`src/rtl/gen3_framing_pkg.sv`:
```
// gen3_framing_pkg: shared constants and types for the Gen3 multi-lane framing parser.
//   - Framing token byte values (SDP, STP nibble, EDB, idle).
//   - One-hot per-byte type codes. An all-zero code means not_valid.
//   - Per-byte framing state enum.
package gen3_framing_pkg;

   localparam logic [7:0] SDP_BYTE1 = 8'hF0;
   localparam logic [7:0] SDP_BYTE2 = 8'h53;
   localparam logic [3:0] STP_NIB   = 4'hF;
   localparam logic [7:0] EDB_BYTE  = 8'hC0;
   localparam logic [7:0] IDL       = 8'h00;

   localparam int unsigned TYPE_W = 6;

   localparam logic [TYPE_W-1:0] TYPE_NONE      = 6'b000000;
   localparam logic [TYPE_W-1:0] TYPE_DATA      = 6'b000001;
   localparam logic [TYPE_W-1:0] TYPE_TLPSTART  = 6'b000010;
   localparam logic [TYPE_W-1:0] TYPE_TLPEND    = 6'b000100;
   localparam logic [TYPE_W-1:0] TYPE_DLLPSTART = 6'b001000;
   localparam logic [TYPE_W-1:0] TYPE_DLLPEND   = 6'b010000;
   localparam logic [TYPE_W-1:0] TYPE_TLPEDB    = 6'b100000;

   typedef enum logic [2:0] {
      StIdle,
      StSdp1,
      StStp1,
      StStp2,
      StStp3,
      StTlp,
      StDllp
   } state_e;

endpackage

```
`src/rtl/gen3_byte_step.sv`:
```
// gen3_byte_step: combinational single-byte framing step.
//   Takes the framing state produced by the previous byte plus the current byte and returns
//   the next state, the byte's one-hot type and an error flag. Chained once per lane.
// Ports:
//   cur_state/cur_cnt/cur_lim   state entering this byte
//   byte_in                     byte being classified
//   next_state/next_cnt/next_lim state leaving this byte
//   byte_type                   one-hot type (0 = not_valid)
//   err                         framing error on this byte
// Build option: GEN3_EDB_DETECT_EN types a 0xC0 TLP end byte as tlpedb.
module gen3_byte_step
   import gen3_framing_pkg::*;
#(
   parameter int unsigned CNT_W    = 13,
   parameter int unsigned DLLP_LEN = 6
) (
   input  state_e             cur_state,
   input  logic [CNT_W-1:0]   cur_cnt,
   input  logic [CNT_W-1:0]   cur_lim,
   input  logic [7:0]         byte_in,
   output state_e             next_state,
   output logic [CNT_W-1:0]   next_cnt,
   output logic [CNT_W-1:0]   next_lim,
   output logic [TYPE_W-1:0]  byte_type,
   output logic               err
);

   logic [CNT_W-1:0] cnt_inc;
   logic [CNT_W-1:0] lim_bytes;
   logic [CNT_W-1:0] tlp_last;

   assign cnt_inc   = cur_cnt + CNT_W'(1);
   // Length field is in DWs; the stored limit is converted to bytes on the STP2 byte.
   assign lim_bytes = cur_lim << 2;
   // TLP body ends 4 bytes short of the limit: the STP token itself occupies 4 bytes.
   assign tlp_last  = cur_lim - CNT_W'(4);

   always_comb begin
      next_state = cur_state;
      next_cnt   = cur_cnt;
      next_lim   = cur_lim;
      byte_type  = TYPE_NONE;
      err        = 1'b0;
      unique case (cur_state)
         StIdle: begin
            if (byte_in == SDP_BYTE1) begin
               next_state = StSdp1;
            end else if (byte_in[3:0] == STP_NIB) begin
               next_state = StStp1;
               next_lim   = {{(CNT_W-4){1'b0}}, byte_in[7:4]};
            end else if (byte_in != IDL) begin
               err = 1'b1;
            end
         end
         StSdp1: begin
            if (byte_in == SDP_BYTE2) begin
               next_state = StDllp;
               next_cnt   = '0;
               byte_type  = TYPE_DLLPSTART;
            end else begin
               next_state = StIdle;
               err        = 1'b1;
            end
         end
         StStp1: begin
            next_state = StStp2;
            next_lim   = {{(CNT_W-11){1'b0}}, byte_in[6:0], cur_lim[3:0]};
         end
         StStp2: begin
            if (lim_bytes < CNT_W'(8)) begin
               next_state = StIdle;
               err        = 1'b1;
            end else begin
               next_state = StStp3;
               next_lim   = lim_bytes;
            end
         end
         StStp3: begin
            next_state = StTlp;
            next_cnt   = '0;
            byte_type  = TYPE_TLPSTART;
         end
         StTlp: begin
            if (cnt_inc < tlp_last) begin
               next_cnt  = cnt_inc;
               byte_type = TYPE_DATA;
            end else begin
               next_state = StIdle;
`ifdef GEN3_EDB_DETECT_EN
               byte_type  = (byte_in == EDB_BYTE) ? TYPE_TLPEDB : TYPE_TLPEND;
`else
               byte_type  = TYPE_TLPEND;
`endif
            end
         end
         StDllp: begin
            if (cnt_inc < CNT_W'(DLLP_LEN)) begin
               next_cnt  = cnt_inc;
               byte_type = TYPE_DATA;
            end else begin
               next_state = StIdle;
               byte_type  = TYPE_DLLPEND;
            end
         end
         default: begin
            next_state = StIdle;
         end
      endcase
   end

endmodule

```
`src/rtl/gen3_framing_parser.sv`:
```
// gen3_framing_parser: registered multi-lane Gen3 framing classifier.
//   Tags LANES bytes per clock with a one-hot type (data, tlpstart, tlpend, dllpstart,
//   dllpend, tlpedb) and pulses framing_err on malformed framing. One cycle of latency.
// Ports:
//   clk, rst (async, active-low)
//   data_in     LANES bytes, byte 0 at [7:0] is first in stream order
//   valid       data_in qualifier
//   syncHeader  sync header of the current block
//   data_out    registered data_in
//   type_out    6 bits per lane, lane i at [6i+5:6i]
//   valid_out   registered valid
//   framing_err single-cycle error pulse
// Build option: GEN3_EDB_DETECT_EN (see gen3_byte_step).
// LANES must be 1, 2 or 4.
module gen3_framing_parser
   import gen3_framing_pkg::*;
#(
   parameter int unsigned LANES     = 4,
   parameter int unsigned CNT_W     = 13,
   parameter int unsigned DLLP_LEN  = 6,
   parameter logic [1:0]  DATA_SYNC = 2'b01
) (
   input  logic                      clk,
   input  logic                      rst,
   input  logic [8*LANES-1:0]        data_in,
   input  logic                      valid,
   input  logic [1:0]                syncHeader,
   output logic [8*LANES-1:0]        data_out,
   output logic [TYPE_W*LANES-1:0]   type_out,
   output logic                      valid_out,
   output logic                      framing_err
);

   state_e           state_q;
   logic [CNT_W-1:0] cnt_q;
   logic [CNT_W-1:0] lim_q;

   // Lane i consumes link i and produces link i+1; link LANES is the registered next state.
   state_e                    st_link  [LANES+1];
   logic [CNT_W-1:0]          cnt_link [LANES+1];
   logic [CNT_W-1:0]          lim_link [LANES+1];
   logic [TYPE_W*LANES-1:0]   lane_type;
   logic [LANES-1:0]          lane_err;

   assign st_link[0]  = state_q;
   assign cnt_link[0] = cnt_q;
   assign lim_link[0] = lim_q;

   for (genvar i = 0; i < LANES; i++) begin : g_lane
      gen3_byte_step #(
         .CNT_W    (CNT_W),
         .DLLP_LEN (DLLP_LEN)
      ) u_step (
         .cur_state  (st_link[i]),
         .cur_cnt    (cnt_link[i]),
         .cur_lim    (lim_link[i]),
         .byte_in    (data_in[8*i +: 8]),
         .next_state (st_link[i+1]),
         .next_cnt   (cnt_link[i+1]),
         .next_lim   (lim_link[i+1]),
         .byte_type  (lane_type[TYPE_W*i +: TYPE_W]),
         .err        (lane_err[i])
      );
   end

   always_ff @(posedge clk or negedge rst) begin
      if (!rst) begin
         state_q     <= StIdle;
         cnt_q       <= '0;
         lim_q       <= '0;
         data_out    <= '0;
         type_out    <= '0;
         valid_out   <= 1'b0;
         framing_err <= 1'b0;
      end else begin
         data_out    <= data_in;
         valid_out   <= valid;
         type_out    <= '0;
         framing_err <= 1'b0;
         if (valid) begin
            if (syncHeader != DATA_SYNC) begin
               // Ordered-set block: nothing is typed; an open token is abandoned.
               framing_err <= (state_q != StIdle);
               state_q     <= StIdle;
            end else begin
               state_q     <= st_link[LANES];
               cnt_q       <= cnt_link[LANES];
               lim_q       <= lim_link[LANES];
               type_out    <= lane_type;
               framing_err <= |lane_err;
            end
         end
      end
   end

endmodule

```
`config.mk`:
```
export PLATFORM = sky130hd
export DESIGN_NAME = gen3_framing_parser
export DESIGN_NICKNAME = d
export VERILOG_FILES = /design/src/rtl/gen3_framing_pkg.sv /design/src/rtl/gen3_byte_step.sv /design/src/rtl/gen3_framing_parser.sv
export SDC_FILE = /design/constraint.sdc
export NUM_CORES = 1
export LEC_CHECK = 0
export BUFFER_PORTS_ARGS = -buffer_cell sky130_fd_sc_hd__buf_4
export CAP_MARGIN = 20
export CORE_MARGIN = 5
export CORE_UTILIZATION = 50
export DETAILED_ROUTE_END_ITERATION = 10
export PLACE_DENSITY = 0.81
export SYNTH_ARGS = -nofsm -noshare
export SYNTH_HDL_FRONTEND = slang
export SYNTH_SLANG_ARGS = --single-unit
export TNS_END_PERCENT = 100
```
`constraint.sdc`:
```
create_clock -name clk -period 13.3 [get_ports clk]
set_clock_uncertainty 0.05 [all_clocks]
set_input_delay 2.66 -clock clk [delete_from_list [all_inputs] [get_ports clk]]
set_output_delay 2.66 -clock clk [all_outputs]
set_load 0.03 [all_outputs]
```
# Word level (Yosys, flattened, before mapping)
# Cells that the tools add are included.
# op_classes
magnitude_cmp,12
n_reduce_logical,11
n_addsub,8
mux,105
bitwise_logic,1
n_eq_ne,37
# op_table
operator,n
$mux W13,24
$pmux W13 S4,4
$pmux W13 S3,4
$pmux W6 S4,4
$mux W3,29
$pmux W3 S7,4
$add A13 B1 Y13 const B,4
$lt A13 B13 Y1,4
$lt A13 B3 Y1 const B,4
$lt A13 B4 Y1 const B,4
$sub A13 B3 Y13 const B,4
$mux W24,2
$eq A3 B3 Y1 const B,12
$eq A8 B7 Y1 const B,4
$eq A8 B8 Y1 const B,4
$reduce_bool A8 Y1,4
$eq A3 B2 Y1 const B,8
$mux W1,22
$mux W5,4
$eq A4 B4 Y1 const B,4
$mux W4,4
$eq A3 B1 Y1 const B,4
$logic_not A3 Y1,4
$pmux W1 S3,4
5 further kinds,5
# totals
elab_cells,181
output_inout_bits,58
ff_bits,87

# Logic depth before layout (Yosys ltp)
# depth
depth_word,18
ltp_mapped,69

# Cells and area by module
# From an unflattened synthesis, not the netlist that was laid out.
# hier_totals
hier_cells,1124
hier_area_um2,9014.9
# by_module_without_submodules
module,instances,area_per_inst_um2,seq_area_each_um2,cells_per_inst
gen3_byte_step (g_lane[0].u_step ...),2,1544.0,0.0,239
gen3_framing_parser,1,2830.2,2177.1,158
gen3_byte_step (g_lane[2].u_step),1,1569.0,0.0,249
gen3_byte_step (g_lane[3].u_step),1,1527.7,0.0,239

# Least setup slack after synthesis
# No wires, ideal clock.
# synth_path
kind,input to register
from,input port data_in[5]
to,register cnt_q[12]
path_slack_ps,-524
path_stages,58
arrival_ps,13648
setup_time_ps,126
cell_sequence,buf_2 > nor4_1 > and4_1 > nand3_1 > a21boi_0 > a22oi_1 > nand2_1 > o21ai_0 > inv_1 > ha_1 > and3_1 > o21ai_2 > or3_1 > a21oi_1 > ha_1 > a221oi_1 > and3_1 > nor3b_1 > [22 not listed] > nor2_1 > a21oi_1 > ha_1 > inv_1 > a211oi_1 > and2_1 > nand2_1 > xor2_1 > ha_1 > a21o_1 > a21o_1 > a21oi_1 > o21ai_0 > a21oi_1 > o21ai_0 > o21ba_2 > buf_6 > o22ai_1
# synth_between
elab_chain_cells,15
# synth_rtl
item,line_no,rtl
start: declaration,gen3_framing_parser.sv:25,"input logic [8*LANES-1:0] data_in,"
$eq A8 B7 Y1 (tied with other cells),gen3_byte_step.sv:56,if (byte_in == SDP_BYTE2) begin
$mux W13 (on tied branches),"gen3_byte_step.sv:56, gen3_byte_step.sv:46",
$pmux W13 S4 or $pmux W13 S3 (tied branches),gen3_byte_step.sv:44,unique case (cur_state)
$add A13 B1 Y13 or $sub A13 B3 Y13 (tied branches),"gen3_byte_step.sv:32, gen3_byte_step.sv:36",
$lt A13 B3 Y1 or $lt A13 B13 Y1 (tied branches),"gen3_byte_step.sv:97, gen3_byte_step.sv:84",
$mux W13 (on tied branches),"gen3_byte_step.sv:97, gen3_byte_step.sv:84",
$pmux W13 S4,gen3_byte_step.sv:44,
$add A13 B1 Y13,gen3_byte_step.sv:32,assign cnt_inc = cur_cnt + CNT_W'(1);
$lt A13 B3 Y1 or $lt A13 B13 Y1 (tied branches),"gen3_byte_step.sv:97, gen3_byte_step.sv:84",
$mux W13 (on tied branches),"gen3_byte_step.sv:97, gen3_byte_step.sv:84",
$pmux W13 S4,gen3_byte_step.sv:44,
$add A13 B1 Y13,gen3_byte_step.sv:32,
$lt A13 B3 Y1 or $lt A13 B13 Y1 (tied branches),"gen3_byte_step.sv:97, gen3_byte_step.sv:84",
$mux W13 (on tied branches),"gen3_byte_step.sv:97, gen3_byte_step.sv:84",
$pmux W13 S4 (*),gen3_byte_step.sv:44,
end signal: assignment,gen3_framing_parser.sv:87,cnt_q <= cnt_link[LANES];
end: declaration,gen3_framing_parser.sv:35,logic [CNT_W-1:0] cnt_q;
# Mark *: on every way between the ends. The rest lies on a longest branch, timed or not.
# A chain may end at the register's enable or synchronous reset.

# Worst setup path after layout
# layout_path
from,input port data_in[2]
to,register cnt_q[9]
# layout_between
elab_chain_cells,16
# layout_rtl
item,line_no,rtl
$eq A4 B4 Y1,gen3_byte_step.sv:48,end else if (byte_in[3:0] == STP_NIB) begin
$mux W13,gen3_byte_step.sv:48,
$mux W13,gen3_byte_step.sv:46,if (byte_in == SDP_BYTE1) begin
$pmux W13 S3,gen3_byte_step.sv:44,
$sub A13 B3 Y13,gen3_byte_step.sv:36,assign tlp_last = cur_lim - CNT_W'(4);
$lt A13 B13 Y1,gen3_byte_step.sv:84,if (cnt_inc < tlp_last) begin
$mux W13,gen3_byte_step.sv:84,
$pmux W13 S4,gen3_byte_step.sv:44,
$add A13 B1 Y13,gen3_byte_step.sv:32,
$lt A13 B3 Y1 or $lt A13 B13 Y1 (tied branches),"gen3_byte_step.sv:97, gen3_byte_step.sv:84",
$mux W13 (on tied branches),"gen3_byte_step.sv:97, gen3_byte_step.sv:84",
$pmux W13 S4,gen3_byte_step.sv:44,
$add A13 B1 Y13,gen3_byte_step.sv:32,
$lt A13 B3 Y1 or $lt A13 B13 Y1 (tied branches),"gen3_byte_step.sv:97, gen3_byte_step.sv:84",
$mux W13 (on tied branches),"gen3_byte_step.sv:97, gen3_byte_step.sv:84",
$pmux W13 S4 (*),gen3_byte_step.sv:44,
# Marked as above.

==> impl_metrics.ini <==
[setup_path]
crit_top_cell = buf_4
crit_buf_inv = 8
cp-end-kind = flop
cp_slowest_cell = or4_4
crit_path_start_kind = primary input
cpPeakStageDelay_ns = 0.53
required_ns = 13.52
critPathTopFamily = compound AO/OA/AOI/OAI gates
path_class = primary input to flop
path_max_fanout = 6
crit_arrival_ns = 13.28

[power]
power_uw = 1450
switching_share_pct = 47.7
power_density_mw_per_mm2 = 125
leakage_uw = 0.00512
pwr-share-clk_pct = 18.3
irDropWorstVdd_v = 0.0000868
p_comb_share_pct = 59.5
p_sw_uw = 690
pwr-share-seq_pct = 22.2
internal_power_uw = 756

[floorplanning]
ios = 95
core_mm2 = 0.0180
die_x_um = 145
die_h_um = 145
core.rowCount = 49
dieArea_mm2 = 0.0211
initial_core_util_pct = 50.8

[sta]
post-route-period-util_pct = 98.2
max_clock_freq_ghz = 0.0766
setup_viol = 0
worst_pin_slew_ns = 1.09
whs_ns = 0.577
max_slew_margin_pct = 26.8
fin_crit_ns = 13.06
drv_slew = 0
hold_violations = 0

[finish]
stdcell_count = 1557
final_core_util_pct = 64.1
final_area_mm2 = 0.0115
drive_above_1_share_pct = 28.4
areaGrowthSynthToFinish_pct = 26.1
num-fill-cells = 1554
nNetsFinal = 1413
diodes = 0

[synth]
syn_inst = 1135
avgSynthCellArea_um2 = 8.07
yosysSeqAreaShare_pct = 22.7
synth.cell_area_mm2 = 0.00916
ys_ff_latch = 83
synth_top_area_cell = dfrtp_1
synthArstFlopShare_pct = 100
synth.distinct_cells = 112
netlist_top_cells_count = nand2_1 (106), nor2_1 (97), dfrtp_1 (83)
yosysWarningCount = 0
synth_edf_count = 0
synth.area.top_cells = dfrtp_1 (23%), ha_1 (7.2%), nand2_1 (4.3%), xnor2_1 (4.3%), nor2_1 (4.0%)
synth_most_common_cell = nand2_1
synth_ff_type = dfrtp_1
yosysTopAreaCellShare_pct = 22.7

[drt]
ant_nets = 0
wl_um = 37100
drc = 0
dr.pass1.iters = 6
wire_per_inst_um = 23.9
drt-vias-per-instance = 6.72
drt_iter0_markers = 1224
vias = 10500

[clocking]
path_clk_slew_ns = 0.09
cts_made_buffers = 9
clk_path_buf_depth = 2
cts.sinks = 83
cts_tree = yes
ctsHtreeMaxLevel = 3
cts_hold_buf = 0
clk_latency_ns = 0.37
cts_root_buffer = clkbuf_16

[global_route]
grt_pass1_wl_um = 56100
grt_max_degree = 77
antenna_found_initial = 1
grt_use_total_pct = 33.1
grt_pass1_vias = 9764
grt.overflow.total = 0

[run_status]
status = complete, no violations

[placed_design]
place_area_mm2 = 0.0109
dpl.hpwl_um = 29100
dp_cells = 1529
place_congestion = 1.08
port_buffers = 90

[worst_hold_path]
hp-class = flop to flop

[run]
max_cap_violations = 0
[cells by family (layout without fill, tap and decap cells)]
group / count (synthesis) / in the layout / share of synthesized area [%]
other cells: 1 / 4 / 0.0410
simple gates: 466 / 466 / 26.9
flops: 83 / 83 / 22.7
fa+ha+maj: 53 / 53 / 7.24
buf+inv: 95 / 285 / 4.71
compound gates: 354 / 354 / 29.9
xor+xnor: 72 / 72 / 7.17
mux: 11 / 11 / 1.35
[state kept, by name, summed over array words and instances (netlist names)]
register	cells
type_out	20
data_out	32
state_q	3
cnt_q	13
framing_err	1
lim_q	13
valid_out	1
[placed cells by master, fill, tap and decap left out, types with 10 or more instances in the layout]
cell,n
buf_4,233
nand2_1,103
nor2_1,95
dfrtp_1,79
a21oi_1,53
ha_1,49
xnor2_1,44
o21ai_0,35
inv_1,34
nand3_1,32
and2_1,32
nor3_1,31
nand4_1,27
xor2_1,25
and3_1,21
a21o_1,20
o21ai_1,20
a31oi_1,19
a22oi_1,15
nor2b_1,15
o211ai_1,13
nor4_1,12
a221o_1,12
or3_1,11
nand2b_1,11
or2_2,10
a211oi_1,10
o31ai_1,10
[through the flow]
| step | setup WS (ns) | TNS (ns) |
|---|---|---|
| 3_5_place_dp | -0.201 | -2.95 |
| 5_1_grt | -0.260 | -3.51 |
| 6_report | 0.241 | 0 |
| 2_1_floorplan | 0.0172 | 0 |
| 3_3_place_gp | 0.0564 | 0 |
| 4_1_cts | 0.106 | 0 |
[final timing paths]
check	startpoint	endpoint	slack, ns	cells past startpoint
setup / recovery	data_in[2]	cnt_q[9]	0.24	56
hold / removal	lim_q[0]	lim_q[0]	0.58	2
setup reg to reg	cnt_q[3]	cnt_q[9]	0.54	60
hold reg to reg	lim_q[0]	lim_q[0]	0.58	2
max in group asynchronous	rst	cnt_q[4]	9.89	2
min in group asynchronous	rst	type_out[16]	2.05	1
[power groups by stage]
stage	combinational [uW]	clock [uW]	sequential (uW)
floorplan	541	0	303
global route	919	275	323
detailed placement	783	0	321
CTS	789	265	317
finish	860	265	322
global placement	767	0	321
[metal layers]
metal | vias to the layer above | track usage [%] | part of all wire [%]
met4 | 0 | 12.4 | 4.4
met1 | 4927 | 45.8 | 40
met3 | 125 | 7.76 | 12
met5 | - | 0 | 0
met2 | 737 | 50.5 | 44
li1 | 4673 | - | -
[area by class of cell]
cell class	count	area [um2]	share of cell area (%)
multi-input cells	960	6960	60.3
flip-flops and latches	83	2080	18.0
repair buffers	235	1790	15.5
well taps	229	287	2.48
clock buffers	9	225	1.95
inverters	34	128	1.11
clock inverters	7	76.3	0.661
[worst reg2reg max path, delay by kind of cell (launching register included)]
family,cells,cell delay (ns)
AO/OA/AOI/OAI,24,4.50
XOR/XNOR,2,0.38
adder cells (fa/ha/maj),6,1.60
buffers and inverters,8,1.01
flip-flops,1,0.54
AND/OR/NAND/NOR,20,4.59
[what timing repair did]
action	CTS	global route
setup endpoints to repair	0	17
gates resized for setup	0	57
buffers inserted	0	12
No activity file was read; power rests on OpenSTA's default activity.
